<file path="config.mk">
export PLATFORM = sky130hd
export DESIGN_NAME = trap_addr_fifo_flat
export DESIGN_NICKNAME = d
export VERILOG_FILES = /design/src/rtl/trap_addr_fifo_if.sv /design/src/rtl/trap_addr_fifo.sv /design/src/flat_wrapper.sv
export SDC_FILE = /design/constraint.sdc
export NUM_CORES = 1
export LEC_CHECK = 0
export CELL_PAD_IN_SITES_DETAIL_PLACEMENT = 1
export CELL_PAD_IN_SITES_GLOBAL_PLACEMENT = 2
export CORE_ASPECT_RATIO = 1.4
export CORE_MARGIN = 8
export CORE_UTILIZATION = 38
export CTS_CLUSTER_DIAMETER = 100
export DETAILED_ROUTE_END_ITERATION = 12
export HOLD_SLACK_MARGIN = 0.08
export PLACE_DENSITY = 0.77
export SKIP_LAST_GASP = 1
export SLEW_MARGIN = 20
export SYNTH_ARGS = -nofsm -noshare
export SYNTH_HDL_FRONTEND = slang
export SYNTH_SLANG_ARGS = --single-unit
</file>
<file path="constraint.sdc">
create_clock -name clk -period 2.1 [get_ports clk]
set_clock_uncertainty 0.05 [all_clocks]
set_input_delay 0.21 -clock clk [delete_from_list [all_inputs] [get_ports clk]]
set_output_delay 0.21 -clock clk [all_outputs]
set_load 0.005 [all_outputs]
</file>
<file path="src/rtl/trap_addr_fifo_if.sv">
// rtl/trap_addr_fifo_if.sv - Z80-side bus bundle for the trap address FIFO
interface trap_addr_fifo_if;
   logic [15:0] addr;
   logic        io_dir;
   logic        trap_addr_wr_n;
   logic        trap_addr_rd_n;
   logic        byte_sel;
   logic [7:0]  data_out;
   logic        data_oe;

   modport master (
      output addr,
      output io_dir,
      output trap_addr_wr_n,
      output trap_addr_rd_n,
      output byte_sel,
      input  data_out,
      input  data_oe
   );

   modport slave (
      input  addr,
      input  io_dir,
      input  trap_addr_wr_n,
      input  trap_addr_rd_n,
      input  byte_sel,
      output data_out,
      output data_oe
   );
endinterface

</file>
<file path="src/rtl/trap_addr_fifo.sv">
// rtl/trap_addr_fifo.sv - queue of trapped Z80 I/O addresses read back low byte then high byte
module trap_addr_fifo #(
   parameter int DEPTH_LOG2  = 2,
   parameter int SYNC_STAGES = 2
) (
   input  logic             clk,
   input  logic             reset,
   trap_addr_fifo_if.slave  bus,
   input  logic             ovf_clr,
   output logic             trap_pending,
   output logic             trap_overflow,
   output logic             head_dir
);

   localparam int                  DEPTH     = 1 << DEPTH_LOG2;
   localparam logic [DEPTH_LOG2:0] COUNT_MAX = (DEPTH_LOG2 + 1)'(DEPTH);
   localparam logic [DEPTH_LOG2:0] COUNT_ONE = (DEPTH_LOG2 + 1)'(1);
   localparam logic [DEPTH_LOG2-1:0] PTR_ONE = DEPTH_LOG2'(1);

   logic [16:0]             mem [DEPTH];
   logic [DEPTH_LOG2-1:0]   wr_ptr;
   logic [DEPTH_LOG2-1:0]   rd_ptr;
   logic [DEPTH_LOG2:0]     count;

   logic [SYNC_STAGES-1:0]  wr_sync;
   logic [SYNC_STAGES-1:0]  rd_sync;
   logic                    wr_prev;
   logic                    rd_prev;
   logic                    wr_level;
   logic                    rd_level;

   logic                    wr_evt;
   logic                    pop_evt;
   logic                    empty;
   logic                    full;
   logic                    do_push;
   logic                    do_pop;
   logic                    ovf_set;
   logic [16:0]             head;

   // Chains reset to the asserted level so a strobe held low across reset
   // release produces no edge until it has gone high and come back down.
   always_ff @(posedge clk) begin
      if (reset) begin
         wr_sync <= '0;
         rd_sync <= '0;
         wr_prev <= 1'b0;
         rd_prev <= 1'b0;
      end else begin
         wr_sync <= {wr_sync[SYNC_STAGES-2:0], bus.trap_addr_wr_n};
         rd_sync <= {rd_sync[SYNC_STAGES-2:0], bus.trap_addr_rd_n};
         wr_prev <= wr_level;
         rd_prev <= rd_level;
      end
   end

   assign wr_level = wr_sync[SYNC_STAGES-1];
   assign rd_level = rd_sync[SYNC_STAGES-1];

   assign wr_evt  = wr_prev && !wr_level;
   assign pop_evt = !rd_prev && rd_level && bus.byte_sel;

   assign empty   = (count == '0);
   assign full    = (count == COUNT_MAX);

   // A pop on empty is dropped; a pop frees a slot for a push on the same clk.
   assign do_pop  = pop_evt && !empty;
   assign do_push = wr_evt && (!full || do_pop);
   assign ovf_set = wr_evt && full && !do_pop;

   always_ff @(posedge clk) begin
      if (reset) begin
         wr_ptr <= '0;
         rd_ptr <= '0;
         count  <= '0;
      end else begin
         if (do_push) begin
            wr_ptr <= wr_ptr + PTR_ONE;
         end
         if (do_pop) begin
            rd_ptr <= rd_ptr + PTR_ONE;
         end
         if (do_push && !do_pop) begin
            count <= count + COUNT_ONE;
         end else if (do_pop && !do_push) begin
            count <= count - COUNT_ONE;
         end
      end
   end

   always_ff @(posedge clk) begin
      if (do_push) begin
         mem[wr_ptr] <= {bus.io_dir, bus.addr};
      end
   end

   always_ff @(posedge clk) begin
      if (reset) begin
         trap_overflow <= 1'b0;
      end else if (ovf_set) begin
         trap_overflow <= 1'b1;
      end else if (ovf_clr) begin
         trap_overflow <= 1'b0;
      end
   end

   assign head = mem[rd_ptr];

   always_comb begin
      bus.data_out = 8'hFF;
      head_dir     = 1'b0;
      if (!empty) begin
         bus.data_out = bus.byte_sel ? head[15:8] : head[7:0];
         head_dir     = head[16];
      end
   end

   assign bus.data_oe  = !bus.trap_addr_rd_n;
   assign trap_pending = !empty;

endmodule
</file>
<file path="src/flat_wrapper.sv">
// flat-port wrapper written by rule: the top's interface ports become plain ports
module trap_addr_fifo_flat 
#(
   parameter int DEPTH_LOG2  = 2,
   parameter int SYNC_STAGES = 2
)
  (clk, reset, ovf_clr, trap_pending, trap_overflow, head_dir, bus_addr, bus_io_dir, bus_trap_addr_wr_n, bus_trap_addr_rd_n, bus_byte_sel, bus_data_out, bus_data_oe);
  trap_addr_fifo_if bus_i ();
  input  logic clk;
  input  logic reset;
  input  logic ovf_clr;
  output logic trap_pending;
  output logic trap_overflow;
  output logic head_dir;
  input wire logic [$bits(bus_i.addr)-1:0] bus_addr;
  input wire logic [$bits(bus_i.io_dir)-1:0] bus_io_dir;
  input wire logic [$bits(bus_i.trap_addr_wr_n)-1:0] bus_trap_addr_wr_n;
  input wire logic [$bits(bus_i.trap_addr_rd_n)-1:0] bus_trap_addr_rd_n;
  input wire logic [$bits(bus_i.byte_sel)-1:0] bus_byte_sel;
  output wire logic [$bits(bus_i.data_out)-1:0] bus_data_out;
  output wire logic [$bits(bus_i.data_oe)-1:0] bus_data_oe;
  assign bus_i.addr = bus_addr;
  assign bus_i.io_dir = bus_io_dir;
  assign bus_i.trap_addr_wr_n = bus_trap_addr_wr_n;
  assign bus_i.trap_addr_rd_n = bus_trap_addr_rd_n;
  assign bus_i.byte_sel = bus_byte_sel;
  assign bus_data_out = bus_i.data_out;
  assign bus_data_oe = bus_i.data_oe;
  trap_addr_fifo #(.DEPTH_LOG2(DEPTH_LOG2), .SYNC_STAGES(SYNC_STAGES)) u_core (.clk(clk), .reset(reset), .bus(bus_i), .ovf_clr(ovf_clr), .trap_pending(trap_pending), .trap_overflow(trap_overflow), .head_dir(head_dir));
endmodule
</file>
=== Yosys cells after proc, flatten, opt, wreduce, memory -nomap -nowiden ===
Memories as Yosys holds them, arrays and structs flattened. A register that Yosys moved wholly into a read port is not among the register bits.
Index checks and enable logic that the tools add are counted.

* Register bits: 14
* RAM bits: 68
* Output and inout port bits: 12
* Logic and storage cells: 45
* Memories kept: 1

{| class="wikitable"
|+ Memory list
! name !! depth !! bits a word !! read ports !! clocked after memory_dff !! wr ports !! RTL line !! RTL
|-
| u_core.mem || 4 || 17 || 1 || 1 || 1 || trap_addr_fifo.sv:20 || <nowiki>logic [16:0] mem [DEPTH];</nowiki>
|}

* Add/sub/neg operators: 4
* Eq/ne operators: 1
* Mux-type cells: 11
* Reductions and logical operators: 20

{| class="wikitable"
|+ Operators with widths
! operator !! number
|-
| 2-to-1 mux 8 bit || 2
|-
| logical AND 1 bit || 9
|-
| logical NOT 1 bit || 7
|-
| 2-to-1 mux 3 bit || 2
|-
| 2-to-1 mux 1 bit || 5
|-
| adder 2 x 1 -> 2 bit, second input constant || 2
|-
| 2-to-1 mux 2 bit || 2
|-
| nonzero test 2 bit || 2
|-
| adder 3 x 1 -> 3 bit, second input constant || 1
|-
| == test 3 bit, second input constant || 1
|-
| logical NOT 3 bit || 1
|-
| subtractor 3 x 1 -> 3 bit, second input constant || 1
|-
| logical OR 1 bit || 1
|}

=== Longest topological paths before layout ===
Gate-level depths: netlist of run 1.

* Depth after elaboration: 10
* Mapped depth: 9

=== Least setup slack after synthesis of run 1 ===
Ideal clock, no wire load.

* Path type: flip-flop to flip-flop
* From: reg u_core.count[0]
* To: reg u_core.count[2]
* Data arrival time: 2.108 ns
* Required time: 1.979 ns
* Setup slack: -0.129 ns
* Stages on the path, launching flop included: 9
* Buffers on the path: 0
* Period minus slack after synthesis: 2.229 ns
* Cells stage by stage: dfxtp_1 > nor2_1 > a311oi_4 > ha_1 > inv_1 > fa_1 > xor2_1 > or3_1 > a21oi_1

* Cells in the longest elaborated chain, start to end: 8
* Elaborated cells on any way between the ends: 16

{| class="wikitable"
|+ Ends and longest elaborated chain
! element !! RTL line !! RTL
|-
| from (decl) || trap_addr_fifo.sv:23 || <nowiki>logic [DEPTH_LOG2:0] count;</nowiki>
|-
| from (signal assigned) || trap_addr_fifo.sv:84 || <nowiki>count <= count + COUNT_ONE;</nowiki>
|-
| from (signal assigned) || trap_addr_fifo.sv:86 || <nowiki>count <= count - COUNT_ONE;</nowiki>
|-
| logical NOT 3 bit || trap_addr_fifo.sv:63 || <nowiki>assign empty = (count == '0);</nowiki>
|-
| logical NOT 1 bit || trap_addr_fifo.sv:67 || <nowiki>assign do_pop = pop_evt && !empty;</nowiki>
|-
| logical AND 1 bit || trap_addr_fifo.sv:67 ||
|-
| logical OR 1 bit * || trap_addr_fifo.sv:68 || <nowiki>assign do_push = wr_evt && (!full || do_pop);</nowiki>
|-
| logical AND 1 bit * || trap_addr_fifo.sv:68 ||
|-
| net u_core.do_push || trap_addr_fifo.sv:36 || <nowiki>logic do_push;</nowiki>
|-
| logical NOT 1 bit || trap_addr_fifo.sv:85 || <nowiki>end else if (do_pop && !do_push) begin</nowiki>
|-
| logical AND 1 bit || trap_addr_fifo.sv:85 ||
|-
| nonzero test 2 bit (no line) || n/a ||
|}

The timed path passes the listed nets; every way through them passes the cells marked *. The select of a mux whose other input is x is not followed.
A chain may end at the register's enable or synchronous reset.

==> results of run 1 <==
power groups by stage:
stage	logic, mW	clock network [mW]	registers [mW]
final	0.197	1.38	1.82
after global routing	0.216	1.46	1.82
after CTS	0.193	1.41	1.82
after detailed placement	0.197	0	1.86
after global placement	0.192	0	1.86
after floorplan	0.0678	0	1.86
cells in the final DEF (no fill, tap or decap), types with 2 or more instances in the layout:
master	instances
dfxtp_4	2
inv_1	6
dfxtp_1	12
nor2b_1	6
a21oi_1	4
clkdlybuf4s50_1	24
clkbuf_16	9
buf_2	7
xor2_1	2
clkbuf_2	2
o21ai_0	2
buf_6	2
edfxtp_1	68
buf_4	15
buf_12	8
nor2_1	6
mux2i_1	2
mux4_2	17
clkinv_2	2
ha_1	4
nand2b_1	5
o22a_1	8
or3_1	2
dfxtp_2	2
and2_1	4
kinds of logic after synthesis:
| group | after synthesis | share of synthesized area (%) |
|---|---|---|
| mux | 20 | 13.3 |
| xor+xnor | 2 | 0.531 |
| buf+inv | 13 | 2.31 |
| compound gates | 17 | 4.21 |
| simple gates | 29 | 5.53 |
| fa+ha+maj | 6 | 2.50 |
| flops | 84 | 71.6 |
final cells by class:
cell class	count	area [um^2]
repair buffers	60	621
fillers	816	4240
flip-flops and latches	84	2370
inverters	7	26.3
clock inverters	5	30.0
well taps	105	131
multi-input cells	74	856
clock buffers	10	229
state kept, by name, summed over array words and instances, names as in the netlist, named ones only:
name                  count
u_core.rd_sync            2
u_core.trap_overflow      1
u_core.mem               68
u_core.wr_ptr             2
u_core.wr_prev            1
u_core.rd_prev            1
u_core.count              3
u_core.wr_sync            2
u_core.rd_ptr             2
final timing paths:
| check | from | end | slack (ps) | cells past startpoint |
|---|---|---|---|---|
| max | flip-flop | bus_data_out[4] | 30 | 5 |
| min | bus_trap_addr_rd_n | u_core.rd_sync[0]$_SDFF_PP0_ | 370 | 3 |
| min reg2reg | u_core.wr_sync[0]$_SDFF_PP0_ | u_core.wr_sync[1]$_SDFF_PP0_ | 390 | 1 |
| max reg2reg | u_core.rd_prev$_SDFF_PP0_ | u_core.count[2]$_SDFFE_PP0P_ | 40 | 8 |
synthesized netlist by cell type (all sizes together), types with 5 or more instances:
cell type and count:
a21oi 5, and2 5, buf 5, dfxtp 16, edfxtp 68, ha 5
inv 7, mux4 17, nand2b 5, nor2 6, nor2b 6, o22a 8
timing repair:
item,in CTS,in global routing
resized for setup,46,7
cloned,1,0
pin swaps,7,4
buffers inserted,0,7
setup endpoints to repair,10,6
worst max-delay path: stages (launching register included):
cell	delay, ps
dfxtp_4	390
buf_16	130
buf_4	110
mux4_2	490
o22a_1	210
buf_2	130
stage by stage:
stage                     total power, mW  setup WS [ps]
after floorplan                      1.92          -44.0
after CTS                            3.43          -73.2
after global placement               2.05           -318
after detailed placement             2.05           -358
final                                3.40           31.9
after global routing                 3.50          -67.2
per-layer routing:
| metal | global-route usage (%) | vias up | routed length [um] |
|---|---|---|---|
| met2 | 20.9 | 40 | 3650 |
| met5 | 0 | - | 0 |
| met3 | 4.52 | 9 | 343 |
| met4 | 6.37 | 0 | 119 |
| met1 | 12.9 | 878 | 2700 |
| li1 | - | 796 | - |
==> results_dict.tcl, run 1 <==
set metrics [dict create \
    status "finished, final reports clean" \
    post-dp-hpwl_mm 4.47 \
    insertion_delay_ps 340 \
    power_frac_seq_pct 53.6 \
    synth_top_area_share_pct 61.9 \
    layout-drive-gt1-share_pct 32.5 \
    clock_power_share_pct 40.6 \
    io_buffers 34 \
    p_comb_share_pct 5.8 \
    place.gp.congestion 0.701 \
    antenna_found_initial 0 \
    drt_pass1_iterations 4 \
    ios 35 \
    ir_drop_mv 0.464 \
    grt_usage_pct 12.4 \
    setup_viol 0 \
    switching_share_pct 20.2 \
    cts_hold_buf 0 \
    fp.dieH_um 126 \
    diodes 0 \
    synth_seq_area_share_pct 71.6 \
    grt_pass1_wl_mm 10.6 \
    cts-buffers-inserted 9 \
    num_rows 40 \
    hold_ws_ps 368 \
    finalCriticalPeriod_ps 2070 \
    cts_tree "built" \
    crit_fanout 6 \
    maxSlewHeadroom_pct 77.7 \
    synth_nets 200 \
    cts_sinks 84 \
    p_switching_uw 688 \
    die_w_um 94.8 \
    slew_violations 0 \
    yosys.area.top_type "edfxtp_1" \
    cts_buffer_depth 2 \
    overflow 0 \
    synth-seq-cells 84 \
    syn_inst 171 \
    drv_cap 0 \
    max_freq_mhz 484 \
    worst-slew-pin-transition_ps 333 \
    hold_violations 0 \
    die_area_um2 12000 \
    clockRootBuffer "clkbuf_16" \
    cp-start-kind "flip-flop" \
    grt_max_degree 18 \
    p_per_area_nw_per_um2 797 \
    fin_tns_setup_ps 0 \
    routedWlPerCell_um 19.8 \
    critPathKind "flip-flop to output port" \
    yosys_warnings 0 \
    via_count 1723 \
    async_reset_ff_share_pct 0 \
    placedCellCount 322 \
    arrival_ps 1810 \
    post-route-period-util_pct 98.5 \
    crit_required_ps 1840 \
    synth_area_leaders "edfxtp_1 62%, dfxtp_1 9.7%, mux4_2 6.8%, mux4_1 5.6%, o22a_1 2.1%" \
    synthFlopType "edfxtp_1" \
    finalNetCount 265 \
    utilization_pct 50.1 \
    synth_cell_type_count 30 \
    dpl-instance-area_um2 3970 \
    clkTransAtPathRegs_ps 60 \
    htree_levels 3 \
    start_util_pct 38.8 \
    area_growth_pct 29.2 \
    grt_pass1_vias 1917 \
    via_per_inst 4.99 \
    drtIter0Drc 89 \
    internal-power_mw 2.71 \
    avgSynthCellArea_um2 19.3 \
    ant_nets 0 \
    synthesis.area_um2 3300 \
    min_path_type "primary input to flip-flop" \
    design.core.area_um2 8510 \
    final_cells 345 \
    design_area_um2 4270 \
    finalWirelength_mm 6.82 \
    endpoint_kind "output port" \
    rsz0062_at_grt "yes" \
    drc 0 \
    leakagePower_nw 1.44 \
    synth_edf_count 68 \
]
(Power assumes the default switching activity.)
==> run 2, diff against run 1 <==
CTS_BUF_LIST = sky130_fd_sc_hd__clkbuf_16   (was unset)
==> run 2 against run 1 <==
Critical path depth stayed put; clock power hardly changed; power decreased by 0.13%; flip-flop and latch count stayed put; register-to-register slack hardly changed; worst setup slack is essentially flat; largest cell class unchanged; largest power group unchanged.
==> results_dict.tcl, run 2 (synthesis results as in run 1) <==
set metrics [dict create \
    final_common_cell "edfxtp_1" \
    fin_tns_setup_ps 0 \
    grt_pass1_wl_mm 10.6 \
    maxSlewHeadroom_pct 77.7 \
    grt_max_degree 18 \
    layout-drive-gt1-share_pct 32.5 \
    finalCriticalPeriod_ps 2070 \
    cts_sinks 84 \
    insertion_delay_ps 340 \
    finalWirelength_mm 6.82 \
    utilization_pct 50.1 \
    crit_fanout 6 \
    whs_path_depth 3 \
    overflow 0 \
    fin_ws_ps 31.9 \
    largestRegisters "u_core.mem: 68 flops, u_core.count: 3 flops" \
    p_total_mw 3.40 \
    finalNetCount 265 \
    ant_nets 0 \
    post-route-period-util_pct 98.5 \
    place.gp.congestion 0.701 \
    endpoint_kind "output port" \
    layout_common_cells "68 x edfxtp_1, 24 x clkdlybuf4s50_1, 17 x mux4_2" \
    placedCellCount 322 \
    antenna_found_initial 0 \
    hold_violations 0 \
    final_cells 345 \
    drt_pass1_iterations 4 \
    post-place-ws_ps -358 \
    drv_cap 0 \
    max_freq_mhz 484 \
    diodes 0 \
    rsz0062_at_grt "yes" \
    start_util_pct 38.8 \
    worst-slew-pin-transition_ps 333 \
    p_per_area_nw_per_um2 796 \
    routedWlPerCell_um 19.8 \
    clockRootBuffer "clkbuf_16" \
    ios 35 \
    critPathKind "flip-flop to output port" \
    io_buffers 34 \
    via_per_inst 4.99 \
    fp.dieH_um 126 \
    drtIter0Drc 89 \
    drc 0 \
    min_path_type "primary input to flip-flop" \
    slew_violations 0 \
    cts_tree "built" \
    die_w_um 94.8 \
    clkTransAtPathRegs_ps 60 \
    setup_viol 0 \
    post-dp-hpwl_mm 4.47 \
    cts-buffers-inserted 9 \
    status "finished, final reports clean" \
    via_count 1723 \
    leakagePower_nw 1.45 \
    crit_required_ps 1840 \
    htree_levels 3 \
    reg2regPathDepth 8 \
    regMostFlops "u_core.mem" \
    largest_reg_flops 68 \
    arrival_ps 1810 \
    ir_drop_mv 0.464 \
    area_growth_pct 29.2 \
    die_area_um2 12000 \
    grt_pass1_vias 1917 \
    design.core.area_um2 8510 \
    cts_buffer_depth 2 \
    cp-start-kind "flip-flop" \
    grt_usage_pct 12.4 \
    num_rows 40 \
]
## run 2: cell types whose count changed in the layout (fill, tap and decap cells not counted), sizes merged
cell | before | now
clkbuf | 12 | 11
inv | 7 | 8
## run 2: per-layer routing
metal | up-vias | GRT usage (%) | wire [um]
met5 | - | 0 | 0
met4 | 0 | 6.37 | 119
met3 | 9 | 4.52 | 343
met2 | 40 | 20.9 | 3650
met1 | 878 | 12.9 | 2710
li1 | 796 | - | -
## run 2: path summary, 6_finish.rpt
| path | startpoint | end | slack [ps] |
|---|---|---|---|
| worst max-delay path | flip-flop | bus_data_out[4] | 30 |
| worst min-delay path | bus_trap_addr_rd_n | u_core.rd_sync[0]$_SDFF_PP0_ | 370 |
| worst max register to register | u_core.rd_prev$_SDFF_PP0_ | u_core.count[2]$_SDFFE_PP0P_ | 40 |
| worst min register to register | u_core.wr_sync[0]$_SDFF_PP0_ | u_core.wr_sync[1]$_SDFF_PP0_ | 390 |
## run 2: repair_timing
item,CTS,global route
pin swaps,7,4
endpoints found under the setup margin,10,6
hold buffers,0,0
buffers inserted,0,7
gates resized for setup,46,7
gates cloned,1,0
## run 2: where the power goes
| group | internal [mW] | switching, mW | leakage [nW] |
|---|---|---|---|
| clock network | 0.782 | 0.595 | 0.130 |
| logic | 0.113 | 0.0837 | 0.571 |
| registers | 1.81 | 0.0104 | 0.745 |
## run 2: worst max-delay path: stages, from the launching register on
cell     delay [ps]
dfxtp_4         390
buf_16          130
buf_4           110
mux4_2          490
o22a_1          210
buf_2           130
## run 2: layout make-up
| cell class | count | area [um^2] |
|---|---|---|
| Clock buffer | 9 | 225 |
| Tap cell | 105 | 131 |
| Inverter | 7 | 26.3 |
| Multi-Input combinational cell | 74 | 856 |
| Clock inverter | 6 | 33.8 |
| Sequential cell | 84 | 2370 |
| Fill cell | 816 | 4240 |
| Timing Repair Buffer | 60 | 621 |
## run 2: metrics by stage
stage	area (um^2)	hold WS, ps
floorplan	3310	224
global placement	3970	369
detailed placement	3970	386
CTS	4210	362
global route	4270	374
finish	4270	368
==> run 3, diff against run 2 <==
CORE_UTILIZATION = 42   (was 38)
PLACE_DENSITY = 0.81   (was 0.77)
SKIP_CTS_REPAIR_TIMING = 1   (was unset)
clock period = 2 ns   (was 2.1 ns; I/O delays follow)
==> run 3 against run 2 <==
The flow now finishes with violations (setup timing); power increased by 14%; die area decreased by 8.1%; clock-buffer cell count grew 1; wire length fell by 5.6%; worst setup slack got worse by 120 ps; clock power grew 28%; design area grew 2.5%; via count up 0.93%; sequential share of layout area down 1.4 points; non-clock buffer count is 6 higher; sequential power increased by 5%; highest routed layer unchanged.
==> results_dict.tcl, run 3 (synthesis results as in run 1) <==
set metrics [dict create \
    status "finished, violations left" \
    violations "setup timing" \
    post-dp-hpwl_mm 4.38 \
    via_per_inst 5.01 \
    largestRegisters "u_core.mem: 68 flops, u_core.count: 3 flops" \
    cts-buffers-inserted 9 \
    die_area_um2 11000 \
    setup_viol 7 \
    clockRootBuffer "clkbuf_16" \
    cts_tree "built" \
    crit_chain "nand3b_4 > a311oi_4 > ha_2 > inv_1 > fa_2 > xor2_1 > or3_1 > a21oi_1" \
    cp-start-kind "flip-flop" \
    min-delay-start "bus_trap_addr_rd_n" \
    reg2regPathDepth 8 \
    htree_levels 3 \
    crit_required_ps 2220 \
    design_area_um2 4370 \
    hold_violations 0 \
    insertion_delay_ps 330 \
    fin_ws_ps -92.9 \
    die_w_um 90.9 \
    drtIter0Drc 55 \
    drc 0 \
    endpoint_kind "flip-flop" \
    post-place-ws_ps -483 \
    max_stage_delay_ps 330 \
    largest_reg_flops 68 \
    io_buffers 34 \
    antenna_found_initial 0 \
    clkTransAtPathRegs_ps 60 \
    min_path_type "primary input to flip-flop" \
    fp.dieH_um 121 \
    arrival_ps 2310 \
    maxSlewHeadroom_pct 79.3 \
    worst-slew-pin-transition_ps 310 \
    p_total_mw 3.89 \
    cts_sinks 84 \
    drt_pass1_iterations 4 \
    ios 35 \
    finalCriticalPeriod_ps 2090 \
    crit_fanout 2 \
    start_util_pct 42.9 \
    max_freq_mhz 478 \
    diodes 0 \
    fillCellCount 737 \
    regMostFlops "u_core.mem" \
    leakagePower_nw 1.52 \
    min_to "u_core.rd_sync[0]$_SDFF_PP0_" \
    cp_slowest_cell "a311oi_4" \
    cts_buffer_depth 2 \
    layout_common_cells "68 x edfxtp_1, 24 x clkdlybuf4s50_1, 22 x buf_4" \
    routedWlPerCell_um 18.6 \
    grt_pass1_vias 1868 \
    utilization_pct 56.8 \
    timing.rr.end "u_core.count[2]$_SDFFE_PP0P_" \
    r2r_setup_slack_ps -90 \
    critPathKind "flip-flop to flip-flop" \
    slew_violations 0 \
    grt_max_degree 18 \
    finalNetCount 271 \
    via_count 1739 \
    grt_pass1_wl_mm 9.87 \
    final_common_cell "edfxtp_1" \
    dpl-instance-area_um2 4010 \
    ant_nets 0 \
    rsz0062_at_grt "yes" \
    layout-drive-gt1-share_pct 32.0 \
    whs_path_depth 3 \
    finalWirelength_mm 6.44 \
    post-route-period-util_pct 105 \
    r2r-start "u_core.rd_prev$_SDFF_PP0_" \
    num_rows 38 \
    area_growth_pct 32.4 \
    fin_tns_setup_ps -272 \
    design.core.area_um2 7700 \
    overflow 0 \
    ir_drop_mv 0.546 \
    grt_usage_pct 12.2 \
    drv_cap 0 \
    place.gp.congestion 0.717 \
    p_per_area_nw_per_um2 889 \
]
run 3: cell count changes in the layout (fill, tap and decap cells not counted), sizes merged:
cell          change
buf               -1
bufinv            +2
clkbuf            +7
clkinv            -2
clkinvlp          -1
dlymetal6s2s      +1
inv               +1
run 3: worst max-delay path by stage:
stage / startpoint / end / slack (ps) / cells after the start
floorplan: u_core.rd_prev$_SDFF_PP0_ / u_core.count[2]$_SDFFE_PP0P_ / -140 / 8
global placement: bus_byte_sel / u_core.count[2]$_SDFFE_PP0P_ / -410 / 9
detailed placement: bus_byte_sel / u_core.count[2]$_SDFFE_PP0P_ / -480 / 9
CTS: flip-flop / bus_data_out[1] / -440 / 5
global route: u_core.rd_prev$_SDFF_PP0_ / u_core.count[2]$_SDFFE_PP0P_ / -200 / 8
finish: u_core.rd_prev$_SDFF_PP0_ / u_core.count[2]$_SDFFE_PP0P_ / -90 / 8
run 3: cell type report:
type                    count  area [um^2]  area share (%)
clock buffers              10          250            5.72
flip-flops and latches     84         2370            54.2
inverters                   7         26.3           0.601
repair buffers             66          673            15.4
multi-input cells          74          851            19.5
clock inverters             6         77.6            1.77
well taps                 100          125            2.86
run 3: per-stage QoR:
stage,instances,hold slack [ps]
finish,347,374
global route,347,378
CTS,342,366
detailed placement,326,388
global placement,326,373
floorplan,171,214
run 3: report_power, final:
group	total [mW]	switching [mW]	internal [mW]
combinational	0.213	0.0876	0.125
sequential	1.91	0.00900	1.90
clock	1.76	0.608	1.15
run 3: critical path, delay by kind of cell (launching register included):
kind                     cells  cell delay, ps
AO/OA/AOI/OAI                2             450
buffers and inverters        1              50
XOR/XNOR                     1             160
flip-flops                   1             300
AND/OR/NAND/NOR              2             470
adder cells (fa/ha/maj)      2             560
run 3: per-layer routing:
metal / part of all wire (%) / global-route usage (%) / vias to the layer above
li1: - / - / 811
met3: 4.4 / 3.22 / 11
met2: 54 / 22.2 / 43
met1: 39 / 12.2 / 874
met5: 0 / 0 / -
met4: 2.1 / 7.09 / 0
